==> src/rtl/io_ccff_loader_if.sv <==
// io_ccff_loader_if -- word handshake, serial chain and status bundle for
// the IO-tile ccff loader. The master side is whoever supplies configuration
// words and closes the chain loop. The slave side is the loader.
interface io_ccff_loader_if #(
  parameter int WORD_W = 8
);
  logic              start;
  logic [WORD_W-1:0] cfg_data;
  logic              cfg_valid;
  logic              cfg_ready;
  logic              ccff_head;
  logic              ccff_tail;
  logic              ccff_shift_en;
  logic              IO_ISOL_N;
  logic              busy;
  logic              done;
  logic              error;

  modport master (
    output start, cfg_data, cfg_valid, ccff_tail,
    input  cfg_ready, ccff_head, ccff_shift_en, IO_ISOL_N, busy, done, error
  );

  modport slave (
    input  start, cfg_data, cfg_valid, ccff_tail,
    output cfg_ready, ccff_head, ccff_shift_en, IO_ISOL_N, busy, done, error
  );
endinterface

==> src/rtl/io_ccff_loader.sv <==
// io_ccff_loader -- serialises configuration words into the IO-tile ccff
// chain while the pads are isolated.
// Sequence: IDLE -> ISOLATE (guard) -> SHIFT -> [VERIFY] -> RELEASE (guard) -> IDLE.
// Optional feature macro CCFF_READBACK_EN adds a CRC-8 (poly 0x07) readback
// pass that recirculates the chain and flags a sticky error on mismatch.
module io_ccff_loader #(
  parameter int CHAIN_LEN = 20,
  parameter int WORD_W    = 8,
  parameter int ISOL_HOLD = 2
) (
  input  logic             prog_clk,
  input  logic             pReset,
  io_ccff_loader_if.slave  bus
);

  localparam int NWORDS = (CHAIN_LEN + WORD_W - 1) / WORD_W;
  localparam int BCW    = $clog2(CHAIN_LEN + 1);
  localparam int WCW    = $clog2(NWORDS + 1);
  localparam int KCW    = $clog2(WORD_W + 1);
  localparam int HCW    = 4;

  typedef enum logic [2:0] {
    S_IDLE    = 3'd0,
    S_ISOLATE = 3'd1,
    S_SHIFT   = 3'd2,
`ifdef CCFF_READBACK_EN
    S_VERIFY  = 3'd3,
`endif
    S_RELEASE = 3'd4
  } state_e;

  state_e            state_q, state_d;
  logic [HCW-1:0]    hold_q, hold_d;     // guard-cycle counter
  logic [BCW-1:0]    bit_q, bit_d;       // bits shifted in current pass
  logic [WCW-1:0]    word_q, word_d;     // words accepted this load
  logic [WORD_W-1:0] buf_q, buf_d;       // unshifted bits, LSB next out
  logic [KCW-1:0]    bcnt_q, bcnt_d;     // number of valid bits in buf_q
  logic              isol_n_q, isol_n_d;
  logic              done_q, done_d;

  logic              ready_c, xfer_c, from_buf_c, shift_c, head_c;

`ifdef CCFF_READBACK_EN
  logic [7:0]        crc_wr_q, crc_wr_d; // CRC of bits written into chain
  logic [7:0]        crc_rb_q, crc_rb_d; // CRC of bits read back from tail
  logic [7:0]        crc_rb_nxt;
  logic              err_q, err_d;

  // Serial CRC-8, poly x^8+x^2+x+1, MSB-first feedback.
  function automatic logic [7:0] crc8_step(input logic [7:0] c, input logic b);
    logic fb;
    fb = c[7] ^ b;
    return {c[6:0], 1'b0} ^ (fb ? 8'h07 : 8'h00);
  endfunction
`else
  // Tail is only consumed by the readback pass.
  logic unused_tail;
  assign unused_tail = bus.ccff_tail;
`endif

  // State and datapath registers; reset aborts any load and leaves pads isolated.
  always_ff @(posedge prog_clk or posedge pReset) begin
    if (pReset) begin
      state_q  <= S_IDLE;
      hold_q   <= '0;
      bit_q    <= '0;
      word_q   <= '0;
      buf_q    <= '0;
      bcnt_q   <= '0;
      isol_n_q <= 1'b0;
      done_q   <= 1'b0;
`ifdef CCFF_READBACK_EN
      crc_wr_q <= '0;
      crc_rb_q <= '0;
      err_q    <= 1'b0;
`endif
    end else begin
      state_q  <= state_d;
      hold_q   <= hold_d;
      bit_q    <= bit_d;
      word_q   <= word_d;
      buf_q    <= buf_d;
      bcnt_q   <= bcnt_d;
      isol_n_q <= isol_n_d;
      done_q   <= done_d;
`ifdef CCFF_READBACK_EN
      crc_wr_q <= crc_wr_d;
      crc_rb_q <= crc_rb_d;
      err_q    <= err_d;
`endif
    end
  end

  // Next-state, word handshake and shift control.
  always_comb begin
    state_d    = state_q;
    hold_d     = hold_q;
    bit_d      = bit_q;
    word_d     = word_q;
    buf_d      = buf_q;
    bcnt_d     = bcnt_q;
    isol_n_d   = isol_n_q;
    done_d     = 1'b0;
    ready_c    = 1'b0;
    xfer_c     = 1'b0;
    from_buf_c = 1'b0;
    shift_c    = 1'b0;
    head_c     = 1'b0;
`ifdef CCFF_READBACK_EN
    crc_wr_d   = crc_wr_q;
    crc_rb_d   = crc_rb_q;
    crc_rb_nxt = crc8_step(crc_rb_q, bus.ccff_tail);
    err_d      = err_q;
`endif
    case (state_q)
      S_IDLE: begin
        if (bus.start) begin
          state_d  = S_ISOLATE;
          hold_d   = '0;
          bit_d    = '0;
          word_d   = '0;
          buf_d    = '0;
          bcnt_d   = '0;
          isol_n_d = 1'b0;
`ifdef CCFF_READBACK_EN
          crc_wr_d = '0;
          crc_rb_d = '0;
          err_d    = 1'b0;
`endif
        end
      end
      S_ISOLATE: begin
        if (hold_q == HCW'(ISOL_HOLD - 1)) begin
          state_d = S_SHIFT;
          hold_d  = '0;
        end else begin
          hold_d = hold_q + 1'b1;
        end
      end
      S_SHIFT: begin
        // A word is taken when the buffer drains this cycle; an empty buffer
        // forwards bit 0 of the incoming word straight to the chain.
        from_buf_c = (bcnt_q != '0);
        ready_c    = (bcnt_q <= KCW'(1)) && (word_q < WCW'(NWORDS));
        xfer_c     = ready_c && bus.cfg_valid;
        shift_c    = from_buf_c || xfer_c;
        head_c     = from_buf_c ? buf_q[0] : bus.cfg_data[0];
        if (xfer_c) begin
          word_d = word_q + 1'b1;
          if (from_buf_c) begin
            buf_d  = bus.cfg_data;
            bcnt_d = KCW'(WORD_W);
          end else begin
            buf_d  = bus.cfg_data >> 1;
            bcnt_d = KCW'(WORD_W - 1);
          end
        end else if (from_buf_c) begin
          buf_d  = buf_q >> 1;
          bcnt_d = bcnt_q - 1'b1;
        end
        if (shift_c) begin
          bit_d = bit_q + 1'b1;
`ifdef CCFF_READBACK_EN
          crc_wr_d = crc8_step(crc_wr_q, head_c);
`endif
          // Last chain bit: leftover upper bits of the final word are dropped.
          if (bit_q == BCW'(CHAIN_LEN - 1)) begin
            bit_d  = '0;
            buf_d  = '0;
            bcnt_d = '0;
            hold_d = '0;
`ifdef CCFF_READBACK_EN
            state_d = S_VERIFY;
`else
            state_d = S_RELEASE;
`endif
          end
        end
      end
`ifdef CCFF_READBACK_EN
      S_VERIFY: begin
        // Recirculate the chain so its content is unchanged after readback.
        shift_c  = 1'b1;
        head_c   = bus.ccff_tail;
        crc_rb_d = crc_rb_nxt;
        bit_d    = bit_q + 1'b1;
        if (bit_q == BCW'(CHAIN_LEN - 1)) begin
          bit_d   = '0;
          hold_d  = '0;
          state_d = S_RELEASE;
          if (crc_rb_nxt != crc_wr_q) err_d = 1'b1;
        end
      end
`endif
      S_RELEASE: begin
        if (hold_q == HCW'(ISOL_HOLD - 1)) begin
          state_d  = S_IDLE;
          hold_d   = '0;
          isol_n_d = 1'b1;
          done_d   = 1'b1;
        end else begin
          hold_d = hold_q + 1'b1;
        end
      end
      default: state_d = S_IDLE;
    endcase
  end

  assign bus.cfg_ready     = ready_c;
  assign bus.ccff_shift_en = shift_c;
  assign bus.ccff_head     = shift_c & head_c;
  assign bus.busy          = (state_q != S_IDLE);
  assign bus.IO_ISOL_N     = isol_n_q;
  assign bus.done          = done_q;
`ifdef CCFF_READBACK_EN
  assign bus.error         = err_q;
`else
  assign bus.error         = 1'b0;
`endif

endmodule
==> src/flat_wrapper.sv <==
// flat-port wrapper written by rule: the top's interface ports become plain ports
module io_ccff_loader_flat 
#(
  parameter int CHAIN_LEN = 20,
  parameter int WORD_W    = 8,
  parameter int ISOL_HOLD = 2
)
  (prog_clk, pReset, bus_start, bus_cfg_data, bus_cfg_valid, bus_ccff_tail, bus_cfg_ready, bus_ccff_head, bus_ccff_shift_en, bus_IO_ISOL_N, bus_busy, bus_done, bus_error);
  io_ccff_loader_if #(.WORD_W(WORD_W)) bus_i ();
  input  logic prog_clk;
  input  logic pReset;
  input wire logic [$bits(bus_i.start)-1:0] bus_start;
  input wire logic [$bits(bus_i.cfg_data)-1:0] bus_cfg_data;
  input wire logic [$bits(bus_i.cfg_valid)-1:0] bus_cfg_valid;
  input wire logic [$bits(bus_i.ccff_tail)-1:0] bus_ccff_tail;
  output wire logic [$bits(bus_i.cfg_ready)-1:0] bus_cfg_ready;
  output wire logic [$bits(bus_i.ccff_head)-1:0] bus_ccff_head;
  output wire logic [$bits(bus_i.ccff_shift_en)-1:0] bus_ccff_shift_en;
  output wire logic [$bits(bus_i.IO_ISOL_N)-1:0] bus_IO_ISOL_N;
  output wire logic [$bits(bus_i.busy)-1:0] bus_busy;
  output wire logic [$bits(bus_i.done)-1:0] bus_done;
  output wire logic [$bits(bus_i.error)-1:0] bus_error;
  assign bus_i.start = bus_start;
  assign bus_i.cfg_data = bus_cfg_data;
  assign bus_i.cfg_valid = bus_cfg_valid;
  assign bus_i.ccff_tail = bus_ccff_tail;
  assign bus_cfg_ready = bus_i.cfg_ready;
  assign bus_ccff_head = bus_i.ccff_head;
  assign bus_ccff_shift_en = bus_i.ccff_shift_en;
  assign bus_IO_ISOL_N = bus_i.IO_ISOL_N;
  assign bus_busy = bus_i.busy;
  assign bus_done = bus_i.done;
  assign bus_error = bus_i.error;
  io_ccff_loader #(.CHAIN_LEN(CHAIN_LEN), .WORD_W(WORD_W), .ISOL_HOLD(ISOL_HOLD)) u_core (.prog_clk(prog_clk), .pReset(pReset), .bus(bus_i));
endmodule
==> config.mk <==
export PLATFORM = sky130hd
export DESIGN_NAME = io_ccff_loader_flat
export DESIGN_NICKNAME = d
export VERILOG_FILES = /design/src/rtl/io_ccff_loader_if.sv /design/src/rtl/io_ccff_loader.sv /design/src/flat_wrapper.sv
export SDC_FILE = /design/constraint.sdc
export NUM_CORES = 1
export LEC_CHECK = 0
export BUFFER_PORTS_ARGS = -buffer_cell sky130_fd_sc_hd__buf_2
export CAP_MARGIN = 20
export CORE_AREA = 5 5 66 68
export CTS_BUF_LIST = sky130_fd_sc_hd__clkbuf_4
export CTS_CLUSTER_DIAMETER = 120
export DETAILED_ROUTE_END_ITERATION = 10
export DIE_AREA = 0 0 71 73
export GPL_TIMING_DRIVEN = 0
export PLACE_DENSITY = 0.73
export SLEW_MARGIN = 20
export SYNTH_ARGS = -nofsm -noshare
export SYNTH_HDL_FRONTEND = slang
export SYNTH_SLANG_ARGS = --single-unit
==> constraint.sdc <==
create_clock -name prog_clk -period 4.9 [get_ports prog_clk]
set_clock_uncertainty 0.05 [all_clocks]
set_input_delay 0.245 -clock prog_clk [delete_from_list [all_inputs] [get_ports prog_clk]]
set_output_delay 0.245 -clock prog_clk [all_outputs]
set_load 0.05 [all_outputs]
==> results of run 1 <==
worst max-delay path, cell delays in order (launching register included):
cell and delay (ps):
dfrtp_1 470, inv_1 120, ha_1 270, or3b_1 460, nor2_1 270, nor3_1 80
buf_2 220
stage by stage:
| stage | hold WS [ps] | util, % | cells |
|---|---|---|---|
| after floorplan | 260 | - | 172 |
| after global routing | 109 | 50.7 | 243 |
| after detailed placement | 423 | 49.9 | 239 |
| final | 124 | 50.7 | 243 |
| after CTS | 114 | 50.5 | 242 |
| after global placement | 421 | 49.9 | 239 |
final cells by class:
class	count	share of cell area (%)
clock buffers	3	1.17
plain buffers	11	4.03
well taps	50	3.25
multi-input cells	126	48.9
repair buffers	18	4.94
flip-flops and latches	28	36.4
inverters	7	1.36
registers in the layout, indices dropped and copies added (netlist names):
signal and cells:
u_core.bus.IO_ISOL_N 1, u_core.hold_q 4, u_core.bcnt_q 4, u_core.bit_q 5, u_core.word_q 2, u_core.bus.done 1
u_core.buf_q 8, u_core.state_q 3
routing by layer:
layer,part of all wire [%],vias up
met3,1.8,4
met2,48,11
met4,1.1,0
met1,50,658
met5,0,-
li1,-,693
worst paths after layout:
path | from | end | slack, ps | cells past startpoint
hold / removal | bus_cfg_data[7] | u_core.buf_q[7] | 120 | 3
max in group asynchronous | pReset | u_core.bcnt_q[1] | 3950 | 3
setup reg to reg | u_core.bcnt_q[0] | u_core.buf_q[6] | 2750 | 7
min in group asynchronous | pReset | u_core.bit_q[3] | 460 | 3
hold reg to reg | u_core.buf_q[1] | u_core.buf_q[1] | 460 | 1
setup / recovery | u_core.bcnt_q[0] | bus_ccff_head | 2400 | 6
power groups by stage:
| stage | clock (uW) | sequential [uW] | combinational, uW |
|---|---|---|---|
| after CTS | 99.9 | 334 | 503 |
| after global routing | 106 | 342 | 556 |
| final | 95.5 | 334 | 501 |
| after global placement | 0 | 337 | 497 |
| after floorplan | 0 | 326 | 407 |
| after detailed placement | 0 | 339 | 500 |
logic make-up after synthesis:
logic type / Yosys count
buf+inv: 18
compound gates: 49
mux: 16
flops: 28
other cells: 1
xor+xnor: 1
simple gates: 53
fa+ha+maj: 6
what timing repair did:
| item | CTS | global route |
|---|---|---|
| setup endpoints to repair | 0 | 0 |
| hold buffers | 0 | 1 |
| hold endpoints to repair | 0 | 28 |
layout by cell type (no fill, tap or decap), types with 3 or more instances in the layout:
cell       Yosys  final
a211o_1        3      3
a21o_1         3      3
o31ai_1        4      4
clkbuf_1       3      3
or3_1          4      4
mux2i_1        8      8
mux2_2         8      8
nor2_1         8      8
dfrtp_1       28     28
buf_2          2     19
a21oi_1       12     12
or4_1          5      5
buf_4          3      3
nand3b_1       3      3
nor3_1         5      5
ha_1           6      6
nand3_1        5      5
nand2_1        3      3
o21ai_0        8      8
nand2b_1       4      4
o2bb2ai_1      8      8
clkbuf_4       0      3
inv_1          7      6
buf_6          3      3
==> flow_summary.yaml, run 1 <==
cts:
  cts_root_buffer: "clkbuf_4"
  cts_tree: "built"
  cts_max_path_buffers: 2
  clk_pin_slew_ps: 140
  htreeDepth: 1
  cts_inserted_buffers: 3
  postCtsSetupRepairBufs: 0
  post_cts_resized: 0
  clkSinkCount: 28
  insertion_delay_ps: 330
timing:
  fin_ws_ps: 2400
  tns_ps: 0
  post-route-min-period_ps: 2500
  hold_viol_final: 0
  max_freq_mhz: 400
  slew_violations: 0
  slew_headroom_pct: 50.2
  setup_viol: 0
  post-route-period-util_pct: 51.0
  rsz0062_at_grt: "no"
  max_slew.worst_pin.slew_ps: 739
logic_synthesis:
  synth-compound-area-share_pct: 19.5
  syn-num-nets: 191
  synthTopCellsByArea: "dfrtp_1 (40%), mux2_2 (5.2%), mux2i_1 (4.6%)"
  synth-simple-area-share_pct: 19.7
  synthMuxAreaShare_pct: 9.74
  syn_avg_cell_area_sq_um: 10.2
  yosys.area.top_type: "dfrtp_1"
  synth_top_family_by_area: "simple AND/OR/NAND/NOR gates"
  synth_top_area_share_pct: 40.1
  netlist_instances: 172
  synth_edf_count: 0
  ys_seq_area_share_pct: 40.1
  yosysWarningCount: 0
  async_flop_share_pct: 100
  synth-seq-cells: 28
  ys_types: 46
  syn_area_sq_um: 1750
  synth_adder_area_share_pct: 4.30
  yosysMostFrequentCell: "dfrtp_1"
  synth_xor_area_share_pct: 0.501
  synth_common_cells: "dfrtp_1 (28), a21oi_1 (12)"
  ys.flop_type: "dfrtp_1"
power_and_ir_drop:
  power.share.combinational_pct: 53.9
  power.share.switching_pct: 44.0
  powerDensity_nw_per_um2: 483
  seqPwrFrac_pct: 35.9
  power.share.clock_pct: 10.3
  switching_power_uw: 410
  vdd_ir_drop_max_mv: 0.186
  finalPower_uw: 931
  p_leak_uw: 0.000861
  internal_power_uw: 521
global_route:
  antenna_found_initial: 0
  grt_usage_pct: 14.5
  grt_busiest_layer: "met2"
  gr-usage-met2_pct: 23.3
  met1_usage_pct: 20.7
  grt_max_degree: 29
  grt_pass1_vias: 1295
  grt.met3_usage_pct: 1.65
  overflow: 0
  grt_pass1_wl_um: 6090
detailed_routing:
  viasPerCell: 5.62
  final_antenna_net_count: 0
  drcViolationCount: 0
  vias: 1366
  dr.pass1.iters: 4
  drt_iter0_markers: 117
  routedWlPerCell_um: 14.1
  wl_um: 3440
layout:
  regArea_sq_um: 701
  fillers: 380
  fin_area_sq_um: 1930
  final_nets: 214
  area_growth_pct: 10.3
  drive_gt1_share_pct: 22.3
  multiInputGateArea_sq_um: 942
  antenna_cells: 0
setup_path:
  crit_fanout: 6
  crit_type: "register to primary output"
  arrival_ps: 2200
  crit_required_ps: 4610
  crit_path_end_kind: "primary output"
  setup.worst_path.start_class: "register"
die:
  io_pins: 20
  coreArea_sq_um: 3800
  initial_core_util_pct: 46.0
  die_w_um: 71
  core.rowCount: 23
  chipHeight_um: 73
  dieArea_sq_um: 5180
placement:
  dp_hpwl_um: 2500
  place_area_sq_um: 1890
  gp_congestion: 0.812
  port_buffers: 17
  dp_slack_ps: 2770
job:
  max-cap-violations: 0
min_path:
  hold_class: "primary input to register"
status:
  status: "finished clean"
(Power assumes the default switching activity.)
==> run 2: changes to the inputs <==
--- a/config.mk
+++ b/config.mk
@@ -5,15 +5,16 @@
 export SDC_FILE = /design/constraint.sdc
 export NUM_CORES = 1
 export LEC_CHECK = 0
+export ABC_AREA = 1
 export BUFFER_PORTS_ARGS = -buffer_cell sky130_fd_sc_hd__buf_2
 export CAP_MARGIN = 20
-export CORE_AREA = 5 5 66 68
+export CORE_AREA = 5 5 67 69
 export CTS_BUF_LIST = sky130_fd_sc_hd__clkbuf_4
 export CTS_CLUSTER_DIAMETER = 120
 export DETAILED_ROUTE_END_ITERATION = 10
-export DIE_AREA = 0 0 71 73
+export DIE_AREA = 0 0 72 74
 export GPL_TIMING_DRIVEN = 0
-export PLACE_DENSITY = 0.73
+export PLACE_DENSITY = 0.72
 export SLEW_MARGIN = 20
 export SYNTH_ARGS = -nofsm -noshare
 export SYNTH_HDL_FRONTEND = slang
==> constraint.sdc (replaced) <==
create_clock -name prog_clk -period 2.6 [get_ports prog_clk]
set_clock_uncertainty 0.05 [all_clocks]
set_input_delay 0.13 -clock prog_clk [delete_from_list [all_inputs] [get_ports prog_clk]]
set_output_delay 0.13 -clock prog_clk [all_outputs]
set_load 0.05 [all_outputs]
==> flow_summary.yaml, run 2 <==
setup_path:
  cp_slowest_cell: "dfrtp_1"
  crit_required_ps: 2420
  crit_chain: "inv_1 -> ha_1 -> nand2_1 -> clkbuf_1 -> o21ai_0 -> nor3_1 -> buf_2"
  max_stage_delay_ps: 400
  reg2reg_from: "u_core.bcnt_q[0]"
  crit_type: "register to primary output"
  worst-path-buf-inv: 3
  crit_path_end_kind: "primary output"
  setup.worst_path.start_class: "register"
  path_delay_family: "buffers and inverters"
  crit_fanout: 10
  critPathLaunch: "u_core.bcnt_q[0]"
  arrival_ps: 2110
status:
  status: "finished clean"
detailed_routing:
  drt_iter0_markers: 186
  final_antenna_net_count: 0
  wl_um: 3620
  viasPerCell: 5.12
  drcViolationCount: 0
  dr.pass1.iters: 4
  vias: 1587
  routedWlPerCell_um: 11.7
min_path:
  min-delay-start: "bus_start"
  hold_class: "primary input to register"
die:
  coreArea_sq_um: 3860
  core.rowCount: 23
  dieArea_sq_um: 5330
  die_w_um: 72
  initial_core_util_pct: 45.8
  io_pins: 20
  chipHeight_um: 74
logic_synthesis:
  netlist_instances: 239
  syn_avg_cell_area_sq_um: 7.39
  syn-num-nets: 258
  ys.flop_type: "dfrtp_1"
  synth_common_cells: "nand2_1 (52), inv_1 (36), dfrtp_1 (28), nand3_1 (23), o21ai_0 (20)"
  ys_types: 30
  yosysWarningCount: 0
  yosysMostFrequentCell: "nand2_1"
  synth-seq-cells: 28
  ys_seq_area_share_pct: 39.7
  async_flop_share_pct: 100
  synthTopCellsByArea: "dfrtp_1 (40%), nand2_1 (11%), inv_1 (7.6%)"
  syn_area_sq_um: 1770
  synth_top_area_share_pct: 39.7
  synth_edf_count: 0
  yosys.area.top_type: "dfrtp_1"
global_route:
  grt_pass1_wl_um: 6700
  grt_usage_pct: 15.6
  grt_max_degree: 29
  antenna_found_initial: 0
  grt_pass1_vias: 1500
  overflow: 0
timing:
  slew_violations: 0
  max_slew.worst_pin.slew_ps: 588
  hold_viol_final: 0
  tns_ps: 0
  post-route-period-util_pct: 88.1
  max_freq_mhz: 437
  setup_viol: 0
  post-route-min-period_ps: 2290
  slew_headroom_pct: 60.7
  rsz0062_at_grt: "no"
layout:
  area_growth_pct: 10.1
  layout_commonest_cell: "nand2_1"
  largest_reg_flops: 8
  post-route-util_pct: 50.5
  drive_gt1_share_pct: 15.4
  regMostFlops: "u_core.buf_q"
  final_cell_mix: "nand2_1 (52), inv_1 (35), dfrtp_1 (28)"
  final_nets: 280
  top_regs: "u_core.buf_q: 8 flops, u_core.bit_q: 5 flops"
  antenna_cells: 0
cts:
  insertion_delay_ps: 330
  cts_max_path_buffers: 2
  post_cts_resized: 0
  clkSinkCount: 28
  cts_inserted_buffers: 3
  cts_tree: "built"
  cts_root_buffer: "clkbuf_4"
  htreeDepth: 1
  clk_pin_slew_ps: 150
job:
  max-cap-violations: 0
power_and_ir_drop:
  vdd_ir_drop_max_mv: 0.675
  finalPower_uw: 2390
  p_leak_uw: 0.00103
  powerDensity_nw_per_um2: 1230
placement:
  gp_congestion: 0.827
  dp_hpwl_um: 2720
  port_buffers: 16
[run 2: what timing repair did]
item | CTS | global route
endpoints found under the hold margin | 0 | 28
setup buffers | 0 | 0
hold buffers | 0 | 1
[run 2: metrics by stage]
stage | area [sq um] | std cells | setup WS [ps] | hold slack, ps
floorplan | 1770 | 239 | 232 | 145
global placement | 1910 | 305 | 692 | 393
detailed placement | 1910 | 305 | 677 | 411
CTS | 1940 | 309 | 287 | 31.6
global route | 1950 | 310 | 96.0 | 138
finish | 1950 | 310 | 310 | 110
[run 2: path summary, 6_finish.rpt]
check                                       endpoint  slack, ps  depth (start not counted)
worst max-delay path                   bus_ccff_head        310                          7
worst min-delay path               u_core.state_q[1]        110                          3
worst max register to register       u_core.bit_q[0]        690                          9
worst min register to register  u_core.bus.IO_ISOL_N        470                          2
max in group asynchronous           u_core.bcnt_q[1]       1780                          3
min in group asynchronous           u_core.hold_q[1]        330                          3
[run 2: logic make-up after synthesis]
| logic type | after synthesis | synth area share [%] |
|---|---|---|
| AOI/OAI and AO/OA | 38 | 11.5 |
| other | 1 | 0.212 |
| xor gates and xnor gates | 6 | 2.97 |
| buffers and inverters | 43 | 9.49 |
| and+or+nand+nor | 117 | 31.9 |
| DFF | 28 | 39.7 |
| adders and majority gates | 6 | 4.25 |
[run 2: report_power, final]
| group | internal, uW | switching (uW) | total [uW] |
|---|---|---|---|
| Sequential | 597 | 106 | 703 |
| Clock | 56.5 | 132 | 188 |
| Combinational | 466 | 1030 | 1500 |
| Total | 1120 | 1270 | 2390 |
[run 2: final cells by class]
cell class	instances	area (sq um)
Fill cell	381	1910
Clock inverter	1	3.75
Sequential cell	28	701
Buffer	4	21.3
Timing Repair Buffer	17	90.1
Inverter	39	146
Tap cell	50	62.6
Clock buffer	3	22.5
Multi-Input combinational cell	168	898
[run 2: worst min-delay path: stages]
cell and delay, ps:
buf_2 120, nor2_1 130, o31ai_1 90
[run 2: layer usage]
layer	GRT usage (%)	vias to the layer above	part of all wire, %
li1	-	821	-
met1	22.2	724	49
met2	24.4	37	45
met3	2.16	5	4.7
met4	5.64	0	1.5
met5	0	-	0
